`config.mk`:
```
export PLATFORM = sky130hd
export DESIGN_NAME = digital_capture_controller
export DESIGN_NICKNAME = d
export VERILOG_FILES = /design/src/rtl/digital_capture_controller.sv
export SDC_FILE = /design/constraint.sdc
export NUM_CORES = 1
export LEC_CHECK = 0
export BUFFER_PORTS_ARGS = -buffer_cell sky130_fd_sc_hd__buf_2
export CORE_ASPECT_RATIO = 0.7
export CORE_MARGIN = 1
export CORE_UTILIZATION = 30
export DETAILED_ROUTE_END_ITERATION = 6
export GPL_ROUTABILITY_DRIVEN = 0
export MAX_ROUTING_LAYER = met4
export PLACE_DENSITY = 0.47
export RECOVER_POWER = 50
export SLEW_MARGIN = 20
export SYNTH_ARGS = -nofsm -noshare
export SYNTH_HDL_FRONTEND = slang
export SYNTH_SLANG_ARGS = --single-unit
export TNS_END_PERCENT = 5
```
`constraint.sdc`:
```
create_clock -name clk -period 6.08 [get_ports clk]
set_input_delay 0 -clock clk [delete_from_list [all_inputs] [get_ports clk]]
set_output_delay 0 -clock clk [all_outputs]
set_load 0.01 [all_outputs]
```
`src/rtl/digital_capture_controller.sv`:
```
// Capture sequencer: arms, fills a pre-trigger window, waits for a qualified
// trigger, then fills a post-trigger window in a circular sample buffer.
module digital_capture_controller #(
    parameter int ADDR_WIDTH = 10
) (
    input  logic                  clk,
    input  logic                  rst_n,
    input  logic                  arm,
    input  logic                  abort,
    input  logic [ADDR_WIDTH:0]   pre_count,
    input  logic [ADDR_WIDTH:0]   post_count,
    input  logic                  sample_valid,
    input  logic                  trigger,
    output logic                  wr_en,
    output logic [ADDR_WIDTH-1:0] wr_addr,
    output logic [ADDR_WIDTH-1:0] trig_addr,
    output logic [ADDR_WIDTH-1:0] start_addr,
    output logic                  busy,
    output logic                  done,
    output logic [2:0]            state
);

    typedef enum logic [2:0] {
        S_IDLE = 3'd0,
        S_PRE  = 3'd1,
        S_WAIT = 3'd2,
        S_POST = 3'd3,
        S_DONE = 3'd4
    } state_t;

    localparam logic [ADDR_WIDTH:0] DEPTH = {1'b1, {ADDR_WIDTH{1'b0}}};
    localparam logic [ADDR_WIDTH:0] ONE   = {{ADDR_WIDTH{1'b0}}, 1'b1};

    state_t cur_state, nxt_state;

    logic [ADDR_WIDTH:0] pre_len, post_len;
    logic [ADDR_WIDTH:0] pre_cnt, post_cnt;
    logic [ADDR_WIDTH:0] post_clamp, pre_clamp, room;
    logic                arm_ok, trig_hit, pre_last, post_last;

    // Window lengths as they would be latched by an arm this cycle.
    // NOTE: every combinational output gets a default first so no latch is inferred.
    always_comb begin
        post_clamp = (post_count == '0) ? ONE : post_count;
        if (post_clamp > DEPTH) post_clamp = DEPTH;
        room      = DEPTH - post_clamp;
        pre_clamp = (pre_count > room) ? room : pre_count;
    end

    assign arm_ok    = arm && !abort && (cur_state == S_IDLE || cur_state == S_DONE);
    assign trig_hit  = sample_valid && trigger && (cur_state == S_WAIT);
    assign pre_last  = wr_en && (cur_state == S_PRE)  && (pre_cnt + ONE == pre_len);
    assign post_last = wr_en && (cur_state == S_POST) && (post_cnt + ONE == post_len);

    // NOTE: sequential state uses non-blocking assignments so all registers update together.
    always_ff @(posedge clk or negedge rst_n) begin
        if (!rst_n) cur_state <= S_IDLE;
        else        cur_state <= nxt_state;
    end

    always_comb begin
        nxt_state = cur_state;
        if (abort) begin
            nxt_state = S_IDLE;
        end else begin
            case (cur_state)
                S_IDLE, S_DONE: if (arm) nxt_state = (pre_clamp != '0) ? S_PRE : S_WAIT;
                S_PRE:          if (pre_last) nxt_state = S_WAIT;
                S_WAIT:         if (trig_hit) nxt_state = (post_len == ONE) ? S_DONE : S_POST;
                S_POST:         if (post_last) nxt_state = S_DONE;
                default:        nxt_state = S_IDLE;
            endcase
        end
    end

    always_comb begin
        busy  = (cur_state == S_PRE) || (cur_state == S_WAIT) || (cur_state == S_POST);
        done  = (cur_state == S_DONE);
        wr_en = sample_valid && busy;
        state = cur_state;
    end

    // Abort freezes the datapath so the last trigger/start addresses stay readable.
    always_ff @(posedge clk or negedge rst_n) begin
        if (!rst_n) begin
            wr_addr    <= '0;
            trig_addr  <= '0;
            start_addr <= '0;
            pre_cnt    <= '0;
            post_cnt   <= '0;
            pre_len    <= '0;
            post_len   <= '0;
        end else if (!abort) begin
            if (arm_ok) begin
                pre_len  <= pre_clamp;
                post_len <= post_clamp;
                pre_cnt  <= '0;
                post_cnt <= '0;
                wr_addr  <= '0;
            end else if (wr_en) begin
                wr_addr <= wr_addr + 1'b1;
                case (cur_state)
                    S_PRE:  pre_cnt <= pre_cnt + ONE;
                    S_WAIT: if (trigger) begin
                        trig_addr  <= wr_addr;
                        start_addr <= wr_addr - pre_len[ADDR_WIDTH-1:0];
                        post_cnt   <= ONE;
                    end
                    S_POST: post_cnt <= post_cnt + ONE;
                    default: ;
                endcase
            end
        end
    end

endmodule

```
== Yosys cells after proc, flatten, opt, wreduce, memory -nomap -nowiden ==
Cells that the tools add are included.
Cells by class
  $add $sub $neg: 5
  $lt $le $gt $ge: 2
  eq/ne operators: 12
  muxes and demuxes: 20
  bitwise logic cells: 2
  reductions and logical operators: 26
Operators by type and width (count)
  $mux 11: 9
  $add 11x1->11 const B: 2
  $eq 11x11->1: 2
  $pmux 11 s2: 1
  $mux 10: 2
  $mux 3: 6
  $ne 3x3->1 const B: 5
  $pmux 3 s4: 1
  $eq 11x1->1 const B: 1
  $gt 11x11->1: 1
  $gt 11x11->1 const B: 1
  $logic_not 11->1: 1
  $reduce_bool 11->1: 1
  $sub 11x11->11 const A: 1
  $add 10x1->10 const B: 1
  $sub 10x10->10: 1
  $logic_and 1x1->1: 9
  $reduce_and 4->1: 2
  $eq 3x2->1 const B: 2
  $reduce_and 5->1: 1
  $reduce_and 2->1: 2
  $reduce_bool 2->1: 2
  $eq 3x1->1 const B: 1
  $eq 3x3->1 const B: 1
  other kinds (8): 11
Storage, ports and cells
  bits in registers: 77
  bits of input ports: 28
  output and inout bits: 36
  word-level logic and storage cells: 75

== Longest topological paths before layout ==
Gate-level depths: netlist (run 1).
  depth after elaboration: 12
  depth in mapped cells: 18

== Worst setup path after synthesis (run 1) ==
Ideal clock, no wire load.
  path kind: input to register
  start point: in post_count[0]
  end point: reg cur_state[0] (netlist: state[0])
  data arrival time: 3.084 ns
  data required time: 5.944 ns
  path slack: 2.860 ns
  stages on the path: 15
  path buffers: 1
  cell sequence: nor4_1 -> nand3_1 -> a21o_2 -> ha_1 -> buf_2 -> xor2_1 -> inv_1 -> ha_1 -> o21ai_0 -> a21oi_1 -> o41ai_1 -> nor2_1 -> a2111oi_0 -> a211o_1 -> o211ai_1
On the way
  longest elaborated chain between the ends: 12
Ends and longest elaborated chain
  start, declared: RTL line 11  | input logic [ADDR_WIDTH:0] post_count,
  $logic_not 11->1: RTL line 44  | post_clamp = (post_count == '0) ? ONE : post_count;
  $mux 11 (*): RTL line 44
  $gt 11x11->1: RTL line 45  | if (post_clamp > DEPTH) post_clamp = DEPTH;
  $mux 11 (*): RTL line 45
  $sub 11x11->11 (*): RTL line 46  | room = DEPTH - post_clamp;
  $gt 11x11->1: RTL line 47  | pre_clamp = (pre_count > room) ? room : pre_count;
  $mux 11 (*): RTL line 47
  $reduce_bool 11->1 (*): RTL line 67  | S_IDLE, S_DONE: if (arm) nxt_state = (pre_clamp != '0) ? S_PRE : S_WAIT;
  $mux 2 (*): RTL line 67
  $mux 3 (*): RTL line 67
  $pmux 3 s4 (*): RTL line 66  | case (cur_state)
  $mux 3 (*): RTL line 63  | if (abort) begin
  end signal, assigned: RTL line 58  | else cur_state <= nxt_state;
  end, declared: RTL line 34  | state_t cur_state, nxt_state;
Every way passes the cells marked *; elsewhere a longest branch is shown, timed or not. The select of a mux whose other input is x is not followed.
A chain may end at the register's enable or synchronous reset.

== Worst setup path after layout (run 1) ==
  start point: in post_count[6]
  end point: reg cur_state[0] (netlist: state[0])
Same word-level chain as after synthesis.

==> results.md, run 1 <==
Status:
- The run finished, with violations left.
- The final reports fail on capacitance limit, slew limit.

Critical path:
- STA puts the critical path data required time at 6.30 ns.
- The launching element type of the critical path is an input pin.
- In this run the worst path has a maximum fanout of 11.
- The worst setup path is of the in2reg kind.
- The element type at the critical path end is a flip-flop.
- Data arrives at the worst endpoint at roughly 4.4 ns.

Synth:
- The post-synthesis sequential area ratio is 0.369.
- Each instance of the synthesized netlist takes up on average between 8 and 9 sq um.
- The most frequently used flop master after synthesis is dfrtp_1.
- The area of the mapped netlist is 0.00523 sq mm.
- The count of different cell masters after synthesis is 72.
- The number of synthesized flops with an enable pin is 0.
- During synthesis, Yosys emitted a total of 0 warnings.
- The share of synthesized area in the top cell type comes to 0.369.
- The biggest area contributor in the post-synthesis netlist is dfrtp_1.
- Counting instances in the post-synthesis netlist gives the leading cell types as nand2_1, dfrtp_1, nor2_1.
- Yosys instantiated no cell more often than nand2_1.
- By area the synthesized netlist is led by dfrtp_1, nand2_1, ha_1, nor2_1, o21ai_0.
- The share of async-settable or async-resettable flops after synthesis is 1.00.
- The total nets after synthesis is about 660.
- In this run, synthesis produced a sequential element count of 77.
- Synthesis produced 610 cells.

Timing:
- The final count of pins violating max slew was 78.
- The minimum setup slack in the final design is 1.91 ns.
- Counting I/O delays and the setup requirement, the final critical path takes approximately 4.2 ns.
- The sum of negative setup slack is 0 ns.
- Final hold analysis gives a worst-case slack of 0.0135 ns.
- Dividing the final minimum period by the clock period gives 0.686.
- The maximum clock rate is approximately 0.24 GHz.
- Setup violations remaining at the end of the flow were counted as 0.
- In this run the tightest slew margin relative to its limit is -1.79.
- At the pin with the least slew margin, the transition time is about 4.2 ns.
- Between clock sinks in the finished design, the worst skew comes to 0.00640 ns.
- Setup repair after global routing left no endpoint under its margin.
- The number of endpoints with negative hold slack in the final report is 0.

Floorplanning:
- The die covers 0.0180 sq mm.
- For this design the top-level I/O count stands at 64.
- The x dimension of the die is ~160 um.
- The total area inside the core boundary comes to 0.0167 sq mm.
- In this run the core area contains 39 standard-cell rows.
- The initial utilization of the core area, before any placement, comes to 0.313.
- The die height is 112 um.

Global routing:
- The met1 usage in global routing is 0.264.
- Entering global routing, the biggest net connects 78 pins.
- The number of global-route vias before repair is ~4,300.
- The first global-routing pass estimated 23.7 mm of wire.
- Summed over all layers, the global routing overflow is 0.
- The total routing resource utilization after global routing is 0.173.
- The met3 routing resource usage after global routing is 0.0307.
- The met2 demand-to-capacity share in global routing is 0.227.
- The initial antenna violation count is 0.
- After global routing, the most crowded layer is met1.

Clocking:
- The number of H-tree levels is 3.
- The post-cts gate resize count is 0.
- Buffers inserted during clock tree synthesis total 9.
- At the later pin of the worst-skew pair, clock insertion delay measures 0.35 ns.
- The worst-case clock buffer depth is 2.
- TritonCTS built the clock tree.
- The clock-pin slew on the worst setup and hold paths is 0.06 ns.
- The clock sink count is 77.
- CTS placed an instance of clkbuf_16 at the clock tree root.

Layout:
- 0 antenna diodes ended up in the layout.
- Once layout is done, the placed cells without fillers occupy ~0.0061 sq mm.
- For this run, the post-layout net count is 722.
- Fill cells in the final layout number about 1,700.
- The non-filler instance count after layout is 900.
- The synthesis-to-layout area growth is 17.2%.
- The fraction of layout cells with a size suffix above 1 is 0.120.

Routing:
- The detailed-route via count is 4,657.
- The routed design has around 14 mm of wire.
- The count of unresolved DRC violations after routing is 0.
- The detailed-route wire length per cell is between 15 and 20 um.
- Dividing the detail-routed via count by the number of cells gives 5.17.
- The first-pass iteration count of the detailed router is 5.
- The remaining antenna violation count is 0.
- For this block, the initial DRC count from the detailed router was 365.

Worst hold path:
- In this run the worst hold path is classified as in2reg.

Power:
- The cell area power density is 287 mW/mm^2.
- The leakage power of the design is approximately 0.0028 uW.
- VDD sags by at most 0.113 mV.

Job:
- The tool flagged a number of max-cap violations equal to 1.

Placed design:
- The total placed cells including tap cells is 869.
- The HPWL after detailed placement is ~11 mm.
- The area of placed instances is around 0.0057 sq mm.
- Buffers placed on the I/O ports in this run total 63.
- OpenSTA, run right after detailed placement, puts the worst setup slack at between 2 and 2.5 ns.
-- area by class of cell --
class | count | area (sq um) | share of cell area
repair buffers | 79 | 447 | 0.0729
flip-flops and latches | 77 | 1930 | 0.315
clock buffers | 11 | 243 | 0.0396
well taps | 225 | 282 | 0.0460
clock inverters | 5 | 58.8 | 0.00960
inverters | 27 | 101 | 0.0165
multi-input cells | 476 | 3070 | 0.501
-- stage by stage --
step	util	power (uW)
after CTS	0.369	1780
after detailed placement	0.342	1200
after floorplan	-	1030
final	0.367	1760
after global placement	0.342	1200
after global routing	0.367	1880
-- flip-flops by register name (all words and copies together) (netlist names) --
register	cells
post_cnt	11
wr_addr	10
post_len	11
state	3
start_addr	10
pre_len	11
pre_cnt	11
trig_addr	10
-- layer usage --
layer	part of all wire	wire, um	up-vias
li1	-	-	2292
met1	0.56	8050	2226
met2	0.38	5560	122
met3	0.044	637	17
met4	0.014	209	0
met5	0	0	-
-- worst max-delay path, cell delays in order --
cell and delay (ns):
dlygate4sd3_1 0.52, buf_2 0.17, nor4_2 0.47, nand3_1 0.17, a21o_2 0.28, ha_1 0.33
xor2_1 0.30, inv_1 0.07, ha_1 0.29, o21ai_0 0.17, a21oi_1 0.07, o41ai_1 0.49
nor2_1 0.11, a2111oi_0 0.64, a211o_1 0.21, o211ai_1 0.09
-- cell usage in the layout, fill, tap and decap left out, types with 3 or more instances in the layout --
cell and n:
nand3b_1 6, nand2b_1 7, xnor2_1 23, clkbuf_16 9, o31ai_1 13, dlygate4sd3_1 15, nor2b_1 3, nand3_1 22
nand4_1 8, ha_1 23, nor3_1 9, o21ai_1 19, inv_1 27, o211ai_1 6, o21ai_0 43, nor2_1 60
a31oi_1 5, clkbuf_1 22, or3_1 7, a21oi_1 8, xor2_1 22, or2_1 7, nor4_1 7, a311oi_1 3
and3_1 11, a21o_1 9, nand2_1 82, dfrtp_1 77, o41ai_1 6, a211o_1 3, mux2i_1 8, buf_2 42
mux2_2 9
-- kinds of logic after synthesis --
| logic type | share of synthesized area |
|---|---|
| fa+ha+maj | 0.0589 |
| flops | 0.369 |
| xor+xnor | 0.0754 |
| buf+inv | 0.0457 |
| simple gates | 0.228 |
| compound gates | 0.186 |
| mux | 0.0369 |
-- timing repair --
item | CTS | global route
hold endpoints to repair | 91 | 0
hold buffers | 15 | 0
buffers inserted | 0 | 0
-- worst paths after layout --
kind / slack [ns] / cells past startpoint / startpoint / endpoint
worst max-delay path: 1.91 / 16 / post_count[6] / state[0]
worst min register to register: 0.48 / 2 / start_addr[8] / start_addr[8]
max in group asynchronous: 2.02 / 2 / rst_n / post_cnt[9]
worst min-delay path: 0.01 / 3 / pre_count[8] / pre_len[8]
worst max register to register: 3.14 / 5 / state[1] / pre_cnt[6]
min in group asynchronous: 1.69 / 2 / rst_n / wr_addr[1]
-- power by group --
group	internal [uW]	leakage [uW]	switching [uW]
Combinational	219	0.00163	298
Sequential	580	0.00103	109
Clock	330	0.000142	223
Total	1130	0.00281	629
Note: power is estimated with default switching activity, not from simulation.
==> inputs of run 2 (changes only) <==
- PLACE_DENSITY: 0.47 -> 0.48
- clock period: 6.08 -> 3.3 ns (I/O delays scaled with it)
==> run 2 against run 1 <==
  * Clock skew is 0.0050 ns higher
  * Critical path type unchanged
  * Largest power group unchanged
  * Register-to-register slack worse by 2.6 ns
  * Largest cell class unchanged
  * Wire length is 1.3% higher
  * The run still ends with capacitance limit, slew limit left
==> results.md, run 2 (synthesis results as in run 1) <==
Critical path:
- In this run the worst setup path begins at post_count[0].
- Counting cells, the worst reg-to-reg path comes to 8.
- STA classifies the critical path endpoint as a flip-flop.
- For the worst setup path, the data required time is around 3.5 ns.
- The worst setup path is of the in2reg kind.
- The critical register-to-register path endpoint is state[1].
- The launching element type of the critical path is an input pin.
- In this run the critical register-to-register path is launched from pre_cnt[0].
- The largest fanout of any net on the critical path is 11.
- The data arrival time of the critical path is roughly 3.2 ns.
- In this run the worst setup path terminates at state[0].
- The reg2reg setup slack is 0.56 ns.

Layout:
- In the final layout, the share of cells above drive strength 1 is 0.158.
- The library cell used most frequently in the layout, excluding fill and tap cells, is nand2_1.
- The filler cell count in the final layout is 1,795.
- The net count of the finished layout is between 700 and 800.
- The combined area of the multi-input logic cells is 0.00308 sq mm.
- The area growth from synthesis to layout is 20.6%.
- The top cell types in the final layout, fill and taps aside, are nand2_1, dfrtp_1, nor2_1, o21ai_0, buf_2.
- The number of antenna diodes in the final layout is 0.
- The final standard cell utilization of the core is 0.378.
- The storage element area is a little under 0.002 sq mm.

Floorplanning:
- The floorplan has 39 rows.
- The die area is 0.0180 sq mm.
- The initial utilization of the core area, before any placement, comes to 0.313.
- From bottom edge to top edge, the die measures about 110 um.
- Measured along the x axis, the die boundary spans ~160 um.
- The core region is around 0.017 sq mm.
- Pin placement for this block handled 64 I/O pins.

Global routing:
- The total routing resource utilization after global routing is 0.176.
- The total overflow left after global routing is 0.
- The number of global-route vias before repair is 4,615.
- Entering global routing, the biggest net connects 78 pins.
- The initial antenna violation count was 0.
- The first global-routing pass estimated 24.1 mm of wire.

Routing:
- The highest routing layer actually used is met4.
- Once detail routing completed, the nets flagged for antenna violations numbered 0.
- The count of unresolved DRC violations after routing is 0.
- Using the TritonRoute via totals, the vias-per-cell ratio works out to 5.11.
- The first-pass iteration count of the detailed router is 4.
- Detailed routing inserted a total of 4,700 vias.
- In the final routed layout, each cell accounts on average for about 16 um.
- The met3 wire length is 602 um.
- The routed design has 14.7 mm of wire.
- The detailed router put a total of 7.90 mm of wire on met1.
- The first routing iteration left approximately 330 violations.
- The routed length on met2 is about 6.0 mm.

Status:
- The run finished, with violations left.
- The final reports fail on capacitance limit, slew limit.

Power:
- The share of total power dissipated in the clock network is 0.314.
- In this run the static leakage power is 0.00293 uW.
- The power dissipated by switching net loads is 1160 uW.
- The share of total power dissipated in sequential elements is 0.387.
- Of the total power, combinational logic draws 0.300.
- The internal portion of the total power is 2110 uW.
- The peak supply drop is 0.212 mV.
- The overall power is 3270 uW.
- For this design the ratio of total power to cell area is 519 mW/mm^2.
- Of the total power, the share spent switching nets is 0.355.

Timing:
- Setup repair after global routing left no endpoint under its margin.
- The final count of pins violating max slew is 78.
- Timing would allow up to 0.334 GHz.
- The worst pin sits at a relative slew slack of -0.308.
- The clock period minus final worst setup slack is 3.00 ns.
- Across all hold checks on the routed design, the worst slack comes to 0.0137 ns.
- Setup violations remaining at the end of the flow were counted as 0.
- The number of endpoints with negative hold slack in the final report was 0.
- Summed over all failing endpoints, the final setup total negative slack is 0 ns.
- The transition time at the pin with the least slew margin is roughly 2.0 ns.
- Dividing the final minimum period by the clock period gives 0.909.
- The clock arrives with 0.0114 ns of skew.

Clocking:
- TritonCTS built the clock tree.
- The longest clock path from root to sink contains 2 buffers.
- The insertion delay of the later-clocked pin in the worst-skew pair is 0.35 ns.
- The clock-pin slew on the worst setup and hold paths is 0.06 ns.
- Buffers inserted during clock tree synthesis total 9.
- The clock drives 77 sinks.
- The H-tree generated during clock tree synthesis spans 3 levels.
- The tree is rooted in a clkbuf_16.
- The setup fix buffers added after clock tree synthesis is 0.

Placed design:
- The total of buffers placed on input and output ports is 63.
- The wire-length estimate of the detail-placed layout is approximately 11 mm.

Worst hold path:
- The worst hold path belongs to the class in2reg.

Job:
- The tool flagged a number of max-cap violations equal to 1.
run 2: cell types whose count changed in the layout (fill, tap and decap cells not counted), sizes merged:
cell	delta
buf	+25
dlygate4sd3	-4
clkinv	+3
clkbuf	-2
clkinvlp	-2
run 2: critical path, cell delays in order:
cell	delay, ns
buf_2	0.11
nor4_2	0.32
nand3_1	0.15
a21o_2	0.24
ha_1	0.33
xor2_1	0.25
inv_1	0.07
ha_1	0.29
o21ai_0	0.16
a21oi_1	0.07
o41ai_2	0.20
buf_4	0.17
nor2_1	0.05
a2111oi_1	0.41
buf_4	0.18
a211o_1	0.13
o211ai_1	0.09
run 2: cell type report:
cell class                 count  share of cell area
multi-input combinational    476               0.489
clock inverter                 6              0.0111
clock buffer                  10              0.0379
timing repair buffer          99              0.0955
tap                          225              0.0447
sequential                    77               0.306
inverter                      27              0.0161
run 2: power groups by stage:
stage	logic, uW	registers [uW]	clock network, uW
6_report	980	1270	1030
5_1_grt	1120	1290	1100
4_1_cts	986	1260	1060
2_1_floorplan	690	1210	0
3_5_place_dp	968	1280	0
3_3_place_gp	956	1280	0
run 2: routing by layer:
metal  up-vias  GRT usage
li1       2335          -
met1      2253      0.257
met2       100      0.247
met3        12     0.0314
met4         0     0.0481
met5         -          -
run 2: repair_timing:
| action | 4_1_cts | 5_1_grt |
|---|---|---|
| setup endpoints to repair | 0 | 6 |
| hold buffers | 11 | 0 |
| gates resized for setup | 0 | 3 |
| endpoints found under the hold margin | 87 | 0 |
run 2: per-stage QoR:
step | instances | cell area [sq um] | setup slack [ns]
after floorplan | 610 | 5230 | 0.0804
after global placement | 893 | 5890 | -0.0814
after detailed placement | 893 | 5890 | -0.201
after CTS | 920 | 6310 | 0.154
after global routing | 920 | 6300 | 0.0465
final | 920 | 6300 | 0.302
run 2: worst min path at each step:
stage,start,to,slack (ns),cells past startpoint
floorplan,rst_n,post_cnt[0],-0.30,0
finish,pre_count[8],pre_len[8],0.01,3
detailed placement,rst_n,trig_addr[1],0.24,1
global route,pre_count[4],pre_len[4],0.02,3
global placement,rst_n,trig_addr[1],0.23,1
CTS,pre_count[8],pre_len[8],0.01,3
==> inputs of run 3 (changes only) <==
- CORE_MARGIN: 1 -> 2
==> run 3 against run 2 <==
  * The flow still finishes with violations (capacitance limit, slew limit)
  * Global-route usage fell by 0.48 points
  * Non-clock buffer count did not move
  * Final cell count rose by 0.65%
  * Critical endpoint unchanged
  * Hold slack improved by 0.018 ns
  * Via count rose by 0.66%
  * Design area rose by 0.26%
  * Utilization fell by 0.85 points
==> results.md, run 3 (synthesis results as in run 1) <==
Status:
- The run finished, with violations left.
- The checks that failed: capacitance limit, slew limit.

Routing:
- The detailed-route via count is 4,731.
- For this run, design rule violations remaining after detail routing come to 0.
- The average via count per standard cell is just over 5.
- Before antenna repair, the detailed router went through 7 iterations.
- The remaining antenna violation count is 0.
- Dividing the detail-routed wire length by the instance count gives 15.7 um.
- Wires add up to between 10 and 15 mm.
- In this run, the number of DRC markers left after iteration 0 of detailed routing was 390.

Layout:
- The non-filler instance count after layout is ~930.
- The leading cell type in the layout, fill and taps excluded is nand2_1.
- The synthesis-to-layout area growth is 20.9%.
- The repair_antennas step left the layout with diodes totalling 0.
- The net count of the finished layout is approximately 740.
- In the final layout, the share of cells above drive strength 1 is 0.153.
- The filler cell count in the final layout is about 1,800.
- The final standard cell utilization of the core is 0.369.
- Leaving out fill and tap cells, the most frequent cells in the layout are nand2_1, dfrtp_1, nor2_1, o21ai_0, buf_2.

Placed design:
- Prior to clock tree synthesis, the placed netlist has a worst setup slack of -0.260 ns.
- In this run the tool buffered the top-level ports with 63 buffer cells.
- Summed over all nets, the half-perimeter wirelength after detailed placement is 11.1 mm.
- The total placed cells including tap cells is 896.

Global routing:
- The total congestion overflow after global routing is 0.
- The first global-routing pass estimated 24.3 mm of wire.
- For this run, the total global-route usage over all layers was measured as 0.171.
- The initial antenna violation count is 0.
- Entering global routing, the biggest net connects between 70 and 80 pins.
- The number of global-route vias before repair is about 4,600.

Power:
- The cell area power density is 521 mW/mm^2.
- The peak supply drop is 0.295 mV.
- The leakage power of the design is a little under 0.003 uW.

Timing:
- The post-route worst hold slack is approximately 0.032 ns.
- The transition time at the pin with the least slew margin is 1.92 ns.
- Setup violations remaining at the end of the flow were counted as 0.
- The maximum clock rate is 0.331 GHz.
- Setup repair after global routing left no endpoint under its margin.
- The final count of pins violating max slew is 78.
- Headroom to the max-slew limit came out at -0.281.
- The clock arrives with 0.00802 ns of skew.
- In the finished design, the share of the clock period the worst path needs comes to 0.915.
- Across all setup checks in the final design, the least slack found is 0.280 ns.
- The number of endpoints with negative hold slack in the final report is 0.
- The clock period minus final worst setup slack is 3.02 ns.

Job:
- The number of maximum-capacitance constraint violations is 1.

Clocking:
- The clock-pin slew on the worst setup and hold paths is 0.06 ns.
- The clock drives 77 sinks.
- TritonCTS built the clock tree.
- The insertion delay of the later-clocked pin in the worst-skew pair is 0.35 ns.
- The number of H-tree levels is 3.
- The root cell of the clock tree is clkbuf_16.
- The number of clock buffers added by TritonCTS is 9.
- In this run the deepest clock path goes through 2 buffers.

Critical path:
- STA classifies the critical path startpoint as an input pin.
- In this run the register-to-register setup slack is 0.63 ns.
- The worst setup path is captured at a flip-flop.
- The worst register-to-register path has a depth of 8.
- The critical path launch point is post_count[0].
- The largest fanout of any net on the critical path is 9.
- For the worst setup path, the data arrival time is 3.24 ns.
- The critical register-to-register path startpoint is pre_cnt[0].
- The critical path start-end classification is in2reg.
- The required time of the critical path is about 3.5 ns.

Floorplanning:
- 64 I/O pins were placed.
- The total core area is 0.0171 sq mm.
- The die area is 0.0185 sq mm.
- The die is 114 um tall.
- The starting utilization of the core area is 0.305.
- Measured along the x axis, the die boundary spans 162 um.
- The floorplan has 40 rows.

Worst hold path:
- Along the worst hold path, the cell count comes to 3.
- The beginning of the worst hold path is post_count[1].
- The worst hold path belongs to the class in2reg.
-- run 3: final timing paths --
| kind | end |
|---|---|
| max | state[0] |
| min | post_len[1] |
| max reg2reg | state[1] |
| min reg2reg | start_addr[1] |
| max in group asynchronous | post_cnt[1] |
| min in group asynchronous | trig_addr[6] |
-- run 3: critical path: stages --
cell	delay [ns]
buf_2	0.13
nor4_2	0.32
nand3_1	0.15
a21o_2	0.25
ha_1	0.23
buf_4	0.17
nand2_1	0.05
mux2_1	0.13
o22ai_2	0.08
inv_1	0.06
ha_1	0.23
a21o_1	0.18
a21o_1	0.18
a21o_1	0.25
a2111oi_0	0.44
buf_4	0.19
a211o_1	0.12
o211ai_1	0.09
-- run 3: power by group --
group | switching, uW | total (uW) | internal, uW
Clock | 442 | 1050 | 606
Combinational | 548 | 974 | 426
Sequential | 204 | 1270 | 1070
-- run 3: layer usage --
metal	GRT usage	vias up	wire length (um)
li1	-	2333	-
met1	0.252	2257	7660
met2	0.234	128	5860
met3	0.0326	13	761
met4	0.0549	0	218
met5	-	-	0
-- run 3: what timing repair did --
action	4_1_cts	5_1_grt
endpoints found under the setup margin	0	12
hold endpoints to repair	90	0
hold buffers	14	0
setup buffers	0	0
gates resized for setup	0	2
-- run 3: area by class of cell --
| cell class | count | area [sq um] | share of cell area |
|---|---|---|---|
| timing repair buffer | 99 | 608 | 0.0962 |
| clock inverter | 7 | 87.6 | 0.0139 |
| sequential | 77 | 1930 | 0.305 |
| multi-input combinational | 476 | 3080 | 0.488 |
| inverter | 27 | 101 | 0.0160 |
| tap | 231 | 289 | 0.0457 |
| clock buffer | 9 | 225 | 0.0356 |
-- run 3: per-stage QoR --
stage                     power (uW)  cell area, sq um  setup TNS, ns
final                           3290              6320              0
after detailed placement        2250              5880          -2.24
after global placement          2230              5880         -0.537
after CTS                       3340              6330              0
after floorplan                 1900              5230              0
after global routing            3540              6320              0
